<file path="src/rtl/mux32_arbiter.sv">
`default_nettype none
// ============================================================================
// Module   : mux32_arbiter
// Purpose  : Round-robin burst arbiter driving the select of a 32:1 mux32.
// Revision : 1.0 - initial release
// ============================================================================
module mux32_arbiter #(
    parameter int MAX_BEATS = 8,
    parameter int CNT_W     = $clog2(MAX_BEATS + 1)
) (
    input  logic             clk,
    input  logic             rst,
    input  logic [31:0]      req,
    input  logic [31:0]      last,
    input  logic             out_ready,
    output logic [4:0]       select,
    output logic [31:0]      grant,
    output logic             out_valid,
    output logic [CNT_W-1:0] beat_count,
    output logic             busy
);

    typedef enum logic [0:0] {
        IDLE  = 1'b0,
        GRANT = 1'b1
    } state_t;

    state_t           state;
    state_t           state_nxt;
    logic [4:0]       select_nxt;
    logic [31:0]      grant_nxt;
    logic [CNT_W-1:0] count_nxt;
    logic [4:0]       ptr;
    logic [4:0]       ptr_nxt;

    logic [4:0]       winner;
    logic [4:0]       scan_idx;
    logic             found;
    logic             any_req;
    logic             sel_req;
    logic             sel_last;
    logic             beat;
    logic             at_cap;

    // Circular first-set search starting at the priority pointer.
    always_comb begin
        winner   = ptr;
        scan_idx = ptr;
        found    = 1'b0;
        for (int k = 0; k < 32; k++) begin
            scan_idx = ptr + 5'(k);
            if (!found && req[scan_idx]) begin
                winner = scan_idx;
                found  = 1'b1;
            end
        end
    end

    assign any_req   = |req;
    assign sel_req   = req[select];
    assign sel_last  = last[select];
    assign busy      = (state == GRANT);
    assign out_valid = busy & sel_req;
    assign beat      = out_valid & out_ready;
    assign at_cap    = (beat_count == CNT_W'(MAX_BEATS - 1));

    always_ff @(posedge clk or negedge rst) begin
        if (!rst) begin
            state      <= IDLE;
            select     <= 5'd0;
            grant      <= 32'd0;
            beat_count <= '0;
            ptr        <= 5'd0;
        end else begin
            state      <= state_nxt;
            select     <= select_nxt;
            grant      <= grant_nxt;
            beat_count <= count_nxt;
            ptr        <= ptr_nxt;
        end
    end

    always_comb begin
        state_nxt  = state;
        select_nxt = select;
        grant_nxt  = grant;
        count_nxt  = beat_count;
        ptr_nxt    = ptr;
        case (state)
            IDLE: begin
                grant_nxt = 32'd0;
                count_nxt = '0;
                if (any_req) begin
                    state_nxt  = GRANT;
                    select_nxt = winner;
                    grant_nxt  = 32'd1 << winner;
                end
            end
            GRANT: begin
                // Withdrawal wins over any beat-based release; it never counts a beat.
                if (!sel_req || (beat && (sel_last || at_cap))) begin
                    state_nxt = IDLE;
                    grant_nxt = 32'd0;
                    count_nxt = '0;
                    ptr_nxt   = select + 5'd1;
                end else if (beat) begin
                    count_nxt = beat_count + 1'b1;
                end
            end
            default: begin
                state_nxt = IDLE;
                grant_nxt = 32'd0;
                count_nxt = '0;
            end
        endcase
    end

endmodule
`default_nettype wire

</file>
<file path="config.mk">
export PLATFORM = sky130hd
export DESIGN_NAME = mux32_arbiter
export DESIGN_NICKNAME = d
export VERILOG_FILES = /design/src/rtl/mux32_arbiter.sv
export SDC_FILE = /design/constraint.sdc
export NUM_CORES = 1
export LEC_CHECK = 0
export BUFFER_PORTS_ARGS = -buffer_cell sky130_fd_sc_hd__clkbuf_2
export CORE_AREA = 2 2 147 149
export CTS_CLUSTER_DIAMETER = 60
export DETAILED_ROUTE_END_ITERATION = 6
export DIE_AREA = 0 0 149 151
export GPL_TIMING_DRIVEN = 0
export SYNTH_ARGS = -nofsm -noshare
export SYNTH_HDL_FRONTEND = slang
export SYNTH_SLANG_ARGS = --single-unit
export TNS_END_PERCENT = 30
</file>
<file path="constraint.sdc">
create_clock -name clk -period 8.75 [get_ports clk]
set_clock_uncertainty 0.1 [all_clocks]
set_input_delay 0.875 -clock clk [delete_from_list [all_inputs] [get_ports clk]]
set_output_delay 0.875 -clock clk [all_outputs]
set_load 0.005 [all_outputs]
</file>
==> implementation parameters <==
Parameter                              Value

Place
  Buffers on Ports ... 109
  Last weighted congestion value of the routability-driven placer ... 1.09
  Sum of net half-perimeters after detailed placement ... 31.8 mm

Timing
  Total Neg Setup Slack ... 0 ns
  Number of pins exceeding their max-slew limit in the final report ... 0
  Slew headroom ... 0.0346
  Hold violation total from the final report ... 0
  Min cycle time layout ... 8.42 ns
  Final setup fails ... 0
  Max Freq ... 0.119 GHz
  Period utilization ... 0.962
  Slew of the pin with the lowest slew margin ... 1.44 ns
  Unrepaired setup endpoints after global routing ... no

Routing
  Drc violations ... 0
  Routed Wire Length ... 40.4 mm
  Overall via count from detail_route ... 10.7k
  1st-pass router iterations ... 6
  Post-detailed-route count of antenna-violating nets ... 0
  Drt wl/cell ... 26.9 µm
  Number of design-rule violations left by the first detailed-router iteration ... 1,303
  Mean number of vias per cell ... 7.08

Critical path
  Kind of end point of the critical path ... flip-flop
  Type of the setup path with the least slack ... reg2reg
  Worst reg-to-reg path cell count ... 18
  Worst Path Max Fanout ... 15
  Worst-case register-to-register setup slack ... 0.33 ns
  Kind of start point of the critical path ... flip-flop
  Capturing point of the worst reg2reg path ... grant[9]
  Data arrival at the endpoint of the critical path ... 8.51 ns
  Data required time at the worst endpoint ... 8.84 ns
  Crit Reg-Reg Startpoint ... ptr[2]

Clock tree
  Total of cells resized after clock tree synthesis ... 0
  # H-tree levels ... 2
  Number of buffers added for setup after CTS ... 0
  Clock Root Buffer ... sky130_fd_sc_hd__clkbuf_16
  Worst skew pair latency ... 0.29 ns
  Clock transition at the registers of the reported paths ... 0.07 ns
  Quantity of hold-fixing buffers added after cts ... 0
  Sinks on the clock net ... 47
  Clock tree from TritonCTS ... yes
  CTS buffer count ... 5
  Max Buffers Root-to-Sink ... 2

Yosys
  Most used DFF post-synth ... sky130_fd_sc_hd__dfrtp_1
  Synthesized flop and latch total ... 47
  Syn_area_per_cell ... 8.37 µm²
  Seq/Total Area, Yosys ... 0.126
  Async set-reset flop share out of synthesis ... 1.00
  Syn Nets ... 1,193
  Netlist area before placement ... 9310 µm²
  Cell count after synthesis ... 1,112
  Number of enable-type register cells in the synthesized netlist ... 0
  Syn. warnings ... 0
  Post-synthesis cell type count ... 88

Final layout
  FF+latch area ... 1180 µm²
  Number of fill cells in the layout ... 2,101
  Most frequent standard cell in the layout excluding fill and tap cells ... sky130_fd_sc_hd__clkbuf_2
  Multi-input gate area ... 7650 µm²
  Area growth, synth to finish ... 11.9%
  Leading cell types in the layout, fill and taps excluded ... sky130_fd_sc_hd__clkbuf_2, sky130_fd_sc_hd__nand2_1, sky130_fd_sc_hd__mux2i_1
  Final layout net count ... 1,309
  Layout cells sized above 1 ... 0.230

Floorplan
  Height of the chip ... 151 µm
  Initial core utilization ... 0.447
  Number of top-level pins ... 110
  Rows ... 53
  Core area ... 20,800 µm²
  Overall die area ... 22,500 µm²
  Die Width ... 149 µm

Min path
  Hold Startpoint ... grant[25]
  Min-Delay Path Depth ... 2
  Worst Hold Endpoint ... grant[25]
  Tightest Hold Check Type ... reg2reg

Run
  Max capacitance violation total ... 0

GRT
  Global-route usage over all layers ... 0.359
  Largest net degree at the start of global routing ... 48
  Vias in the first global route ... 9,890
  Grt total ovfl ... 0
  Initial antenna violation count ... 1
  First-pass GRT wire length ... 61.2 mm

Status
  Run status ... complete, no violations
==> cell usage after synthesis (28+ instances only) <==
cell type / n / area share
sky130_fd_sc_hd__mux2_2: 34 / 0.041
sky130_fd_sc_hd__o22ai_1: 28 / 0.019
sky130_fd_sc_hd__dfrtp_1: 47 / 0.13
sky130_fd_sc_hd__xnor2_1: 33 / 0.031
sky130_fd_sc_hd__nand3_1: 54 / 0.029
sky130_fd_sc_hd__o21ai_0: 56 / 0.030
sky130_fd_sc_hd__a21oi_1: 50 / 0.027
sky130_fd_sc_hd__mux2i_1: 78 / 0.084
sky130_fd_sc_hd__nand2_1: 100 / 0.040
sky130_fd_sc_hd__mux4_2: 68 / 0.16
sky130_fd_sc_hd__clkbuf_1: 46 / 0.019
sky130_fd_sc_hd__nor2_1: 73 / 0.029
==> cell type report <==
class / count / share of cell area
Sequential cell: 47 / 0.113
Clock buffer: 6 / 0.0124
Antenna cell: 1 / 0.000240
Clock inverter: 2 / 0.00577
Timing Repair Buffer: 109 / 0.0524
Inverter: 32 / 0.0115
Tap cell: 275 / 0.0330
Multi-Input combinational cell: 952 / 0.735
Buffer: 81 / 0.0372
==> worst max-delay path: stages, from the launching register on <==
cell and delay, ns:
sky130_fd_sc_hd__dfrtp_1 0.50, sky130_fd_sc_hd__buf_2 0.32, sky130_fd_sc_hd__buf_1 0.70, sky130_fd_sc_hd__clkinv_1 0.51
sky130_fd_sc_hd__clkbuf_1 0.58, sky130_fd_sc_hd__ha_1 0.53, sky130_fd_sc_hd__clkbuf_1 0.57, sky130_fd_sc_hd__mux4_2 0.46
sky130_fd_sc_hd__mux4_2 0.64, sky130_fd_sc_hd__inv_2 0.20, sky130_fd_sc_hd__nand2_1 0.17, sky130_fd_sc_hd__nor3_1 0.62
sky130_fd_sc_hd__nand4_4 0.33, sky130_fd_sc_hd__nor2_2 0.39, sky130_fd_sc_hd__nand3_1 0.30, sky130_fd_sc_hd__mux2i_1 0.19
sky130_fd_sc_hd__a41oi_1 0.64, sky130_fd_sc_hd__nand2_1 0.25, sky130_fd_sc_hd__o31ai_1 0.29
==> kinds of logic after synthesis <==
| logic type | share of synthesized area |
|---|---|
| multiplexers | 0.305 |
| AND/OR/NAND/NOR | 0.205 |
| adder cells (fa/ha/maj) | 0.0188 |
| XOR/XNOR | 0.0438 |
| AO/OA/AOI/OAI | 0.247 |
| flip-flops | 0.126 |
| buffers and inverters | 0.0544 |
==> layer usage <==
metal,track usage,routed length (µm),up-vias
li1,-,-,4628
met1,0.482,15800,5131
met2,0.564,17700,766
met3,0.0623,4750,134
met4,0.171,2140,0
met5,0,0,-
==> registers in the layout (all words and copies together) (netlist names) <==
register	count
beat_count	4
busy	1
grant	32
ptr	5
select	5
==> stage by stage <==
| stage | hold slack, ns | setup slack [ns] | util | instance area (µm²) | cells |
|---|---|---|---|---|---|
| floorplan | 0.373 | 2.67 | - | 9310 | 1112 |
| global placement | 0.367 | 0.221 | 0.490 | 10200 | 1496 |
| detailed placement | 0.369 | 0.184 | 0.490 | 10200 | 1496 |
| CTS | 0.389 | 0.145 | 0.499 | 10400 | 1504 |
| global route | 0.405 | 0.0112 | 0.500 | 10400 | 1504 |
| finish | 0.386 | 0.331 | 0.500 | 10400 | 1505 |
==> worst max path at each step <==
stage | from | to | cells past startpoint
2_1_floorplan | ptr[1] | grant[28] | 23
3_3_place_gp | ptr[2] | grant[28] | 18
3_5_place_dp | ptr[2] | grant[24] | 18
4_1_cts | ptr[2] | grant[17] | 18
5_1_grt | ptr[2] | grant[27] | 18
6_report | ptr[2] | grant[9] | 18
Power is not shown: default switching activity piles up to over one toggle a cycle in this logic, so the estimate is an artifact.
